File: config.mk
export PLATFORM = sky130hd
export DESIGN_NAME = key_event_queue
export DESIGN_NICKNAME = d
export VERILOG_FILES = /design/src/rtl/key_event_pkg.sv /design/src/rtl/key_event_fifo.sv /design/src/rtl/key_event_queue.sv
export SDC_FILE = /design/constraint.sdc
export NUM_CORES = 1
export LEC_CHECK = 0
export CAP_MARGIN = 10
export CORE_UTILIZATION = 56
export CTS_CLUSTER_DIAMETER = 150
export DETAILED_ROUTE_END_ITERATION = 7
export DONT_BUFFER_PORTS = 1
export PLACE_DENSITY = 0.74
export SYNTH_ARGS = -nofsm -noshare
export SYNTH_HDL_FRONTEND = slang
export SYNTH_SLANG_ARGS = --single-unit
File: constraint.sdc
create_clock -name Clk -period 3.55 [get_ports Clk]
set_input_delay 0.5325 -clock Clk [delete_from_list [all_inputs] [get_ports Clk]]
set_output_delay 0.5325 -clock Clk [all_outputs]
set_load 0.02 [all_outputs]
File: src/rtl/key_event_pkg.sv
`default_nettype none
// ============================================================================
//  Module      : key_event_pkg
//  Description : Shared keycode constants and debounce state encoding for the
//                key event conditioning front end.
//  Revision    : 1.0 - initial release
// ============================================================================
package key_event_pkg;

    // USB HID keycodes used by the game consumers
    localparam logic [7:0] KEY_NONE  = 8'd0;
    localparam logic [7:0] KEY_UP    = 8'd82;
    localparam logic [7:0] KEY_DOWN  = 8'd81;
    localparam logic [7:0] KEY_LEFT  = 8'd80;
    localparam logic [7:0] KEY_RIGHT = 8'd79;
    localparam logic [7:0] KEY_Z     = 8'd29;
    localparam logic [7:0] KEY_X     = 8'd27;
    localparam logic [7:0] KEY_SPACE = 8'd44;

    // Debounce qualifier states
    typedef enum logic [1:0] {
        IDLE = 2'd0,
        CAND = 2'd1,
        HELD = 2'd2
    } deb_state_e;

endpackage
`default_nettype wire

File: src/rtl/key_event_fifo.sv
`default_nettype none
// ============================================================================
//  Module      : key_event_fifo
//  Description : Small ready/valid event FIFO with registered head outputs.
//                Write/read strobes arrive pre-qualified from the producer;
//                a dropped event is reported through i_drop and latched into
//                a sticky overflow flag.
//  Revision    : 1.0 - initial release
// ============================================================================
module key_event_fifo #(
    parameter int DEPTH = 4,
    parameter int WIDTH = 8
) (
    input  logic             Clk,
    input  logic             Reset_n,
    input  logic             i_wr,
    input  logic [WIDTH-1:0] i_data,
    input  logic             i_rd,
    input  logic             i_drop,
    output logic [WIDTH-1:0] o_data,
    output logic             o_full,
    output logic             o_empty,
    output logic             o_overflow
);

    localparam int            AW      = $clog2(DEPTH);
    localparam logic [AW:0]   c_DEPTH = (AW+1)'(DEPTH);

    logic [WIDTH-1:0] r_mem [DEPTH];
    logic [AW-1:0]    r_wptr;
    logic [AW-1:0]    r_rptr;
    logic [AW:0]      r_count;
    logic [WIDTH-1:0] r_head;
    logic             r_valid;
    logic             r_ovf;

    logic [AW:0]      w_count_nxt;
    logic [AW:0]      w_fill;
    logic [AW-1:0]    w_rptr_nxt;
    logic [WIDTH-1:0] w_head_nxt;

    // Next occupancy / head: the head register is preloaded so that the
    // outputs are registered; a write into an otherwise-empty queue becomes
    // the head one cycle later (no bypass).
    always_comb begin
        w_count_nxt = r_count + (AW+1)'(i_wr) - (AW+1)'(i_rd);
        w_fill      = r_count - (AW+1)'(i_rd);
        w_rptr_nxt  = r_rptr + AW'(i_rd);
        w_head_nxt  = '0;
        if (w_count_nxt != '0) begin
            if (w_fill == '0) begin
                w_head_nxt = i_data;
            end else begin
                w_head_nxt = r_mem[w_rptr_nxt];
            end
        end
    end

    // Storage array write port
    always_ff @(posedge Clk or negedge Reset_n) begin
        if (!Reset_n) begin
            for (int i = 0; i < DEPTH; i++) begin
                r_mem[i] <= '0;
            end
        end else if (i_wr) begin
            r_mem[r_wptr] <= i_data;
        end
    end

    // Pointers, occupancy, registered head and sticky overflow
    always_ff @(posedge Clk or negedge Reset_n) begin
        if (!Reset_n) begin
            r_wptr  <= '0;
            r_rptr  <= '0;
            r_count <= '0;
            r_head  <= '0;
            r_valid <= 1'b0;
            r_ovf   <= 1'b0;
        end else begin
            r_wptr  <= r_wptr + AW'(i_wr);
            r_rptr  <= w_rptr_nxt;
            r_count <= w_count_nxt;
            r_head  <= w_head_nxt;
            r_valid <= (w_count_nxt != '0);
            if (i_drop) begin
                r_ovf <= 1'b1;
            end
        end
    end

    assign o_data     = r_head;
    assign o_empty    = ~r_valid;
    assign o_full     = (r_count == c_DEPTH);
    assign o_overflow = r_ovf;

endmodule
`default_nettype wire

File: src/rtl/key_event_queue.sv
`default_nettype none
// ============================================================================
//  Module      : key_event_queue
//  Description : Keyboard front end. Synchronises the raw frame clock into a
//                one-cycle tick, debounces the registered keycode over a
//                number of frame ticks and queues one event per qualified
//                press. Held keys never repeat.
//  Revision    : 1.0 - initial release
// ============================================================================
module key_event_queue
    import key_event_pkg::*;
#(
    parameter int DEPTH         = 4,
    parameter int STABLE_FRAMES = 2
) (
    input  logic       Clk,
    input  logic       Reset_n,
    input  logic       frame_clk,
    input  logic [7:0] keycode,
    input  logic       ev_ready,
    output logic       ev_valid,
    output logic [7:0] ev_keycode,
    output logic       game_frame_clk_rising_edge,
    output logic       overflow
);

    localparam int               CNT_W      = $clog2(STABLE_FRAMES) + 1;
    localparam logic [CNT_W-1:0] c_CNT_LAST = CNT_W'(STABLE_FRAMES - 1);

    logic             r_sync1;
    logic             r_sync2;
    logic             r_sync3;
    logic             r_tick;
    logic [7:0]       r_key_s;

    deb_state_e       r_state;
    logic [7:0]       r_cand;
    logic [CNT_W-1:0] r_cnt;

    deb_state_e       w_state_nxt;
    logic [7:0]       w_cand_nxt;
    logic [CNT_W-1:0] w_cnt_nxt;
    logic             w_push;

    logic             w_full;
    logic             w_empty;
    logic             w_rd;
    logic             w_wr;
    logic             w_drop;

    // Two-flop synchroniser plus registered rising-edge detect of frame_clk
    always_ff @(posedge Clk or negedge Reset_n) begin
        if (!Reset_n) begin
            r_sync1 <= 1'b0;
            r_sync2 <= 1'b0;
            r_sync3 <= 1'b0;
            r_tick  <= 1'b0;
        end else begin
            r_sync1 <= frame_clk;
            r_sync2 <= r_sync1;
            r_sync3 <= r_sync2;
            r_tick  <= r_sync2 & ~r_sync3;
        end
    end

    // Register the raw keycode; the qualifier only ever looks at this copy
    always_ff @(posedge Clk or negedge Reset_n) begin
        if (!Reset_n) begin
            r_key_s <= KEY_NONE;
        end else begin
            r_key_s <= keycode;
        end
    end

    // Debounce next-state: a keycode change outranks a tick in the same
    // cycle, and the cycle that enters CAND never counts a tick.
    always_comb begin
        w_state_nxt = r_state;
        w_cand_nxt  = r_cand;
        w_cnt_nxt   = r_cnt;
        w_push      = 1'b0;
        case (r_state)
            IDLE: begin
                if (r_key_s != KEY_NONE) begin
                    w_state_nxt = CAND;
                    w_cand_nxt  = r_key_s;
                    w_cnt_nxt   = '0;
                end
            end
            CAND: begin
                if (r_key_s != r_cand) begin
                    if (r_key_s == KEY_NONE) begin
                        w_state_nxt = IDLE;
                    end else begin
                        w_cand_nxt = r_key_s;
                        w_cnt_nxt  = '0;
                    end
                end else if (r_tick) begin
                    if (r_cnt == c_CNT_LAST) begin
                        w_push      = 1'b1;
                        w_state_nxt = HELD;
                    end else begin
                        w_cnt_nxt = r_cnt + CNT_W'(1);
                    end
                end
            end
            HELD: begin
                if (r_key_s == KEY_NONE) begin
                    w_state_nxt = IDLE;
                end else if (r_key_s != r_cand) begin
                    w_state_nxt = CAND;
                    w_cand_nxt  = r_key_s;
                    w_cnt_nxt   = '0;
                end
            end
            default: begin
                w_state_nxt = IDLE;
            end
        endcase
    end

    // Debounce state registers
    always_ff @(posedge Clk or negedge Reset_n) begin
        if (!Reset_n) begin
            r_state <= IDLE;
            r_cand  <= KEY_NONE;
            r_cnt   <= '0;
        end else begin
            r_state <= w_state_nxt;
            r_cand  <= w_cand_nxt;
            r_cnt   <= w_cnt_nxt;
        end
    end

    // Queue arbitration: a pop frees a slot for a simultaneous push when
    // full; ready while empty is ignored.
    assign w_rd   = ev_ready & ~w_empty;
    assign w_wr   = w_push & (~w_full | w_rd);
    assign w_drop = w_push & w_full & ~w_rd;

    key_event_fifo #(
        .DEPTH (DEPTH),
        .WIDTH (8)
    ) u_fifo (
        .Clk        (Clk),
        .Reset_n    (Reset_n),
        .i_wr       (w_wr),
        .i_data     (r_cand),
        .i_rd       (w_rd),
        .i_drop     (w_drop),
        .o_data     (ev_keycode),
        .o_full     (w_full),
        .o_empty    (w_empty),
        .o_overflow (overflow)
    );

    assign ev_valid                   = ~w_empty;
    assign game_frame_clk_rising_edge = r_tick;

endmodule
`default_nettype wire

# Yosys cells after proc, flatten, opt, wreduce, memory -nomap -nowiden
# Cells that the tools add are included.
[op_classes]
n_lt_le_gt_ge = 3
bitwise_logic = 11
mux = 34
eq_ne = 16
addsub = 6
n_reduce_logical = 10
[ops]
columns = ["cell", "count"]
rows = [
  ["$mux 8", 10],
  ["$bwmux 32", 1],
  ["$mux 2", 14],
  ["$pmux 8 s3", 1],
  ["$ne 3x3->1 const B", 6],
  ["$bmux 8 s2", 1],
  ["$demux 8 s2", 1],
  ["$pmux 2 s3", 2],
  ["$ne 2x2->1 const B", 5],
  ["$logic_not 8->1", 1],
  ["$ne 8x8->1", 1],
  ["$reduce_bool 8->1", 1],
  ["$reduce_and 7->1", 1],
  ["$ge 3x3->1 const B", 2],
  ["$not 2->3", 2],
  ["$reduce_and 6->1", 1],
  ["$reduce_bool 3->1", 2],
  ["$sub 3x1->3", 2],
  ["$and 1x1->1", 5],
  ["$reduce_and 5->1", 1],
  ["$add 2x1->2", 2],
  ["$eq 2x1->1 const B", 2],
  ["$mux 1", 4],
  ["$add 3x1->3", 1],
  ["other kinds (9)", 11],
]
[word_totals]
input_bits = 12
output_inout_bits = 11
reg_bits = 73
wordCells = 98

# Depth between registers and ports, before layout
[depth]
word_depth = 10
mapped_depth = 15
ltp_nobuf = 14

# Cells and area by module
# A second synthesis with hierarchy kept.
[unflattened]
cells_unflattened = 218
hier_area_um2 = 3195.6
[by_module_without_submodules]
columns = ["module", "area_per_inst_um2", "cells_each", "instances", "seq_area_each_um2"]
rows = [
  ["key_event_fifo", 2158.3, 134, 1, 1226.2],
  ["key_event_queue", 1037.2, 84, 1, 600.6],
]

# Least setup slack after synthesis
# No wires, ideal clock.
[synth_path]
kind = "reg-to-reg"
from = "register r_cand[7]"
to = "register u_fifo.r_head[0], in the netlist u_fifo.o_data[0]"
stages_incl_launch_ff = 14
period_less_slack_ns = 3.298
setup_ns = 0.150
n_path_buf = 1
t_arrival_ns = 3.149
required_time_ns = 3.400
slack_ns = 0.252
cell_sequence = "dfrtp_1 xor2_1 nor4_2 and3_1 buf_4 nand2_1 ha_1 inv_1 ha_1 fa_1 xnor2_1 xnor2_1 nor3_1 nor2_1"
[synth_between]
elab_chain_len = 8
[synth_rtl]
columns = ["element", "line", "text"]
rows = [
  ["start, declared", "key_event_queue.sv:37", "logic [7:0] r_cand;"],
  ["start signal, assigned", "key_event_queue.sv:130", "r_cand <= w_cand_nxt;"],
  ["$ne 8x8->1", "key_event_queue.sv:91", "if (r_key_s != r_cand) begin"],
  ["$mux 1", "key_event_queue.sv:91", ""],
  ["$mux 1", "key_event_queue.sv:82", "case (r_state)"],
  ["$and 1x1->1", "key_event_queue.sv:138", "assign w_wr = w_push & (~w_full | w_rd);"],
  ["$add 3x1->3", "key_event_fifo.sv:46", "w_count_nxt = r_count + (AW+1)'(i_wr) - (AW+1)'(i_rd);"],
  ["$sub 3x1->3", "key_event_fifo.sv:46", ""],
  ["via u_fifo.w_count_nxt[2]", "key_event_fifo.sv:37", "logic [AW:0] w_count_nxt;"],
  ["$reduce_bool 3->1", "key_event_fifo.sv:50", "if (w_count_nxt != '0) begin"],
  ["$mux 8", "key_event_fifo.sv:50", ""],
  ["via u_fifo.w_head_nxt[0]", "key_event_fifo.sv:40", "logic [WIDTH-1:0] w_head_nxt;"],
  ["end signal, assigned", "key_event_fifo.sv:83", "r_head <= w_head_nxt;"],
  ["end, declared", "key_event_fifo.sv:33", "logic [WIDTH-1:0] r_head;"],
]
# The timed path passes the listed nets, and every way through them passes these cells.
# A chain may end at the register's enable or synchronous reset.

# Worst setup path in the final report
[layout_path]
from = "register r_cand[7]"
to = "register u_fifo.r_head[4], in the netlist u_fifo.o_data[4]"
# Same word-level chain as after synthesis.

==> flow_summary_export.csv <==
group,metric,value,unit
logic_synthesis,postSynth.topFlopCell,"sky130_fd_sc_hd__dfrtp_1",
sta,finalSetupViolCount,0,
clock_network,cts-htree-levels,3,
logic_synthesis,most_used_standard_cell_by_instance_count_after_synthesis,"sky130_fd_sc_hd__dfrtp_1",
placed_design,io_buffer_count,0,
sta,rsz_0062_raised_after_global_routing,"false",
critical_path,arrival,3.35,ns
critical_path,critical-path-max-stage-delay,0.45,ns
floorplan,die_w,77.25,microns
critical_path,critical_path.cell_chain,"xor2_1 -> nor4_4 -> and3_1 -> nand2_1 -> ha_1 -> inv_1 -> ha_1 -> fa_1 -> xnor2_1 -> xnor2_1 -> nor3_1 -> buf_4 -> nor2_1",
sta,finClkSkew,0.01055,ns
sta,finalSetupTns,0,ns
logic_synthesis,syn_area,0.003171,sq mm
grt,grt_max_degree,74,
floorplan,fp.dieH,77.25,microns
detailed_routing,routed_via_density,5.853,
floorplan,fp-row-count,27,
critical_path,worst-endpoint-required,3.78,ns
logic_synthesis,syn_area_per_cell,14.48,sq um
clock_network,cts.clk_slew.worst_paths,0.08,ns
placed_design,post_dp_area,0.003272,sq mm
clock_network,tritoncts_clock_tree,"done",
floorplan,initial_core_utilization,57.93,%
critical_path,timing_worst_setup_path_type,"reg2reg",
floorplan,fp.coreArea,0.005473,sq mm
logic_synthesis,ys.warnings.count,0,
clock_network,clock-root-buffer,"sky130_fd_sc_hd__clkbuf_8",
logic_synthesis,netlist_top_cells_area,"sky130_fd_sc_hd__dfrtp_1 (58%), sky130_fd_sc_hd__mux2_2 (11%), sky130_fd_sc_hd__mux4_2 (5.7%)",
critical_path,crit_path_max_fanout,9,
clock_network,clock_insertion_delay_worst_skew,0.34,ns
logic_synthesis,leading_cell_types_by_count_after_synthesis,"sky130_fd_sc_hd__dfrtp_1 (73), sky130_fd_sc_hd__mux2_2 (30), sky130_fd_sc_hd__inv_1 (10), sky130_fd_sc_hd__nor2_1 (10), sky130_fd_sc_hd__xor2_1 (10)",
logic_synthesis,async_reset_ff_share,100.0,%
sta,timing_max_transition_violations_final,0,
logic_synthesis,netlist.area_leader.share,57.62,%
grt,grt-ovfl-total,0,
clock_network,cts_sinks,73,
final_layout,layout.cell_area.non_filler,0.003493,sq mm
floorplan,num_io_pins,23,
logic_synthesis,synth-edff-count,0,
logic_synthesis,ys_seq_area_share,57.62,%
placed_design,finalWeightedCongestion,0.8204,
detailed_routing,detail_route.first_pass.iterations,4,
critical_path,cp_slowest_cell,"sky130_fd_sc_hd__dfrtp_1",
sta,max-slew-margin-rel,53.43,%
final_layout,diodes,0,
pwr,total_power,2.020,mW
final_layout,layout_net_count,250,
logic_synthesis,count_of_cell_types_in_the_netlist,40,
hold_path,holdCritPathClass,"in2async",
sta,period_share,87.99,%
grt,groute.usage.overall,20.26,%
logic_synthesis,postSynthCellCount,219,
detailed_routing,remaining_drc_errors,0,
placed_design,dpl.hpwl,3412,microns
sta,period_minus_slack,3.124,ns
clock_network,cts_buffers,9,
grt,grt_first_pass_wirelength,8976,microns
detailed_routing,route.final.wire_length,5255,microns
final_layout,syn2layout_area_growth,10.18,%
grt,antenna_found_initial,0,
final_layout,layout-drive-gt1-share,27.66,%
critical_path,cp-start-kind,"flop",
sta,finalHoldViolCount,0,
grt,grt_pass1_vias,1784,
logic_synthesis,synth_nets,238,
detailed_routing,ant_nets,0,
detailed_routing,routedWlPerCell,17.12,microns
flow_run,cap_viol_max_count,0,
floorplan,die_area,0.005967,sq mm
clock_network,clock_tree.buffer_depth,2,
sta,clock.fmax,320.1,MHz
detailed_routing,via_count,1797,
sta,worst_slew_pin_slew,0.6933,ns
pwr,p_leak,1.729,nW
logic_synthesis,synthesized_flop_and_latch_total,73,
critical_path,worst_setup_path_end_kind,"flop",
detailed_routing,detailedRoute.firstIterationViolations,113,
pwr,vdd_ir_drop_max,0.0004822,V
logic_synthesis,yosysTopAreaCell,"sky130_fd_sc_hd__dfrtp_1",
outcome,outcome,"finished, final reports clean",
pwr,power_density,578.1,mW/mm^2
flip-flops by register name (all words and copies together), names as in the netlist:
signal,count
r_sync1,1
r_sync3,1
u_fifo.r_mem,32
r_state,2
r_sync2,1
u_fifo.r_wptr,2
r_cand,8
u_fifo.r_rptr,2
u_fifo.o_overflow,1
u_fifo.r_valid,1
u_fifo.r_count,3
r_key_s,8
game_frame_clk_rising_edge,1
r_cnt,2
u_fifo.o_data,8
critical path: cells and delay by family (launching register included):
family | cells | cell delay, ns
xor gates and xnor gates | 3 | 0.51
adders and majority gates | 3 | 0.86
buffers and inverters | 2 | 0.23
DFF | 1 | 0.45
and+or+nand+nor | 5 | 0.98
logic make-up (layout without fill, tap and decap cells):
kind of cell    Yosys count  after routing  synth area share [%]
flops                    73             73                 57.62
compound gates           23             23                 5.209
buf+inv                  14             30                 1.776
mux                      48             48                 19.57
xor+xnor                 13             13                 3.591
fa+ha+maj                 8              8                 3.354
simple gates             40             40                 8.880
cell usage in the layout (no fill, tap or decap), types with 3 or more instances in the layout:
| cell type | synthesis | final |
|---|---|---|
| sky130_fd_sc_hd__nand3_1 | 4 | 4 |
| sky130_fd_sc_hd__xor2_1 | 10 | 10 |
| sky130_fd_sc_hd__mux2_2 | 30 | 30 |
| sky130_fd_sc_hd__buf_4 | 1 | 4 |
| sky130_fd_sc_hd__a22o_1 | 8 | 8 |
| sky130_fd_sc_hd__clkbuf_8 | 0 | 9 |
| sky130_fd_sc_hd__mux4_2 | 8 | 8 |
| sky130_fd_sc_hd__xnor2_1 | 3 | 3 |
| sky130_fd_sc_hd__nor2_1 | 10 | 10 |
| sky130_fd_sc_hd__nand2_1 | 5 | 5 |
| sky130_fd_sc_hd__ha_1 | 6 | 6 |
| sky130_fd_sc_hd__mux2i_1 | 8 | 8 |
| sky130_fd_sc_hd__dfrtp_1 | 73 | 73 |
| sky130_fd_sc_hd__clkinvlp_4 | 0 | 3 |
| sky130_fd_sc_hd__inv_1 | 10 | 10 |
| sky130_fd_sc_hd__nor3_1 | 6 | 6 |
| sky130_fd_sc_hd__a21oi_1 | 5 | 5 |
area by class of cell:
class                           count  area [sq um]
Clock buffer                       10         127.6
Clock inverter                      5         57.56
Fill cell                         416          1979
Inverter                           10         37.54
Multi-Input combinational cell    132          1296
Sequential cell                    73          1827
Tap cell                           72         90.09
Timing Repair Buffer                5         57.56
per-layer routing:
metal / part of all wire [%] / track usage [%]
met1: 48 / 28.21
met3: 2.7 / 4.286
met5: 0 / 0
met4: 1.9 / 9.623
met2: 47 / 30.44
power by group:
part           internal (mW)  total (mW)  switching (mW)
combinational          0.180       0.420           0.240
clock                  0.319       0.612           0.293
sequential             0.904       0.988          0.0846
stage by stage:
step	instances	utilization [%]	hold slack, ns	setup WS [ns]
CTS	307	63.67	0.08116	0.3119
global placement	291	59.79	0.2393	0.4632
detailed placement	291	59.79	0.2389	0.3458
floorplan	219	-	0.2369	0.2517
global route	307	63.83	0.08025	0.1332
finish	307	63.83	0.05568	0.4263
worst paths after layout:
kind	end	start	cells after the start	slack, ns
max	u_fifo.o_data[4]$_DFF_PN0_	r_cand[7]$_DFFE_PN0P_	13	0.43
min	u_fifo.o_data[6]$_DFF_PN0_	Reset_n	1	0.06
max reg2reg	u_fifo.o_data[4]$_DFF_PN0_	r_cand[7]$_DFFE_PN0P_	13	0.43
min reg2reg	r_sync2$_DFF_PN0_	r_sync1$_DFF_PN0_	0	0.35
max in group asynchronous	u_fifo.r_rptr[1]$_DFF_PN0_	Reset_n	1	3.18
min in group Clk	r_sync1$_DFF_PN0_	frame_clk	0	0.22
timing repair:
item                                    4_1_cts  5_1_grt
resized for setup                             0        1
endpoints found under the setup margin        0        6
hold buffers                                  1        0
setup buffers                                 0        0
hold endpoints to repair                     73        0
(Power assumes the default switching activity.)
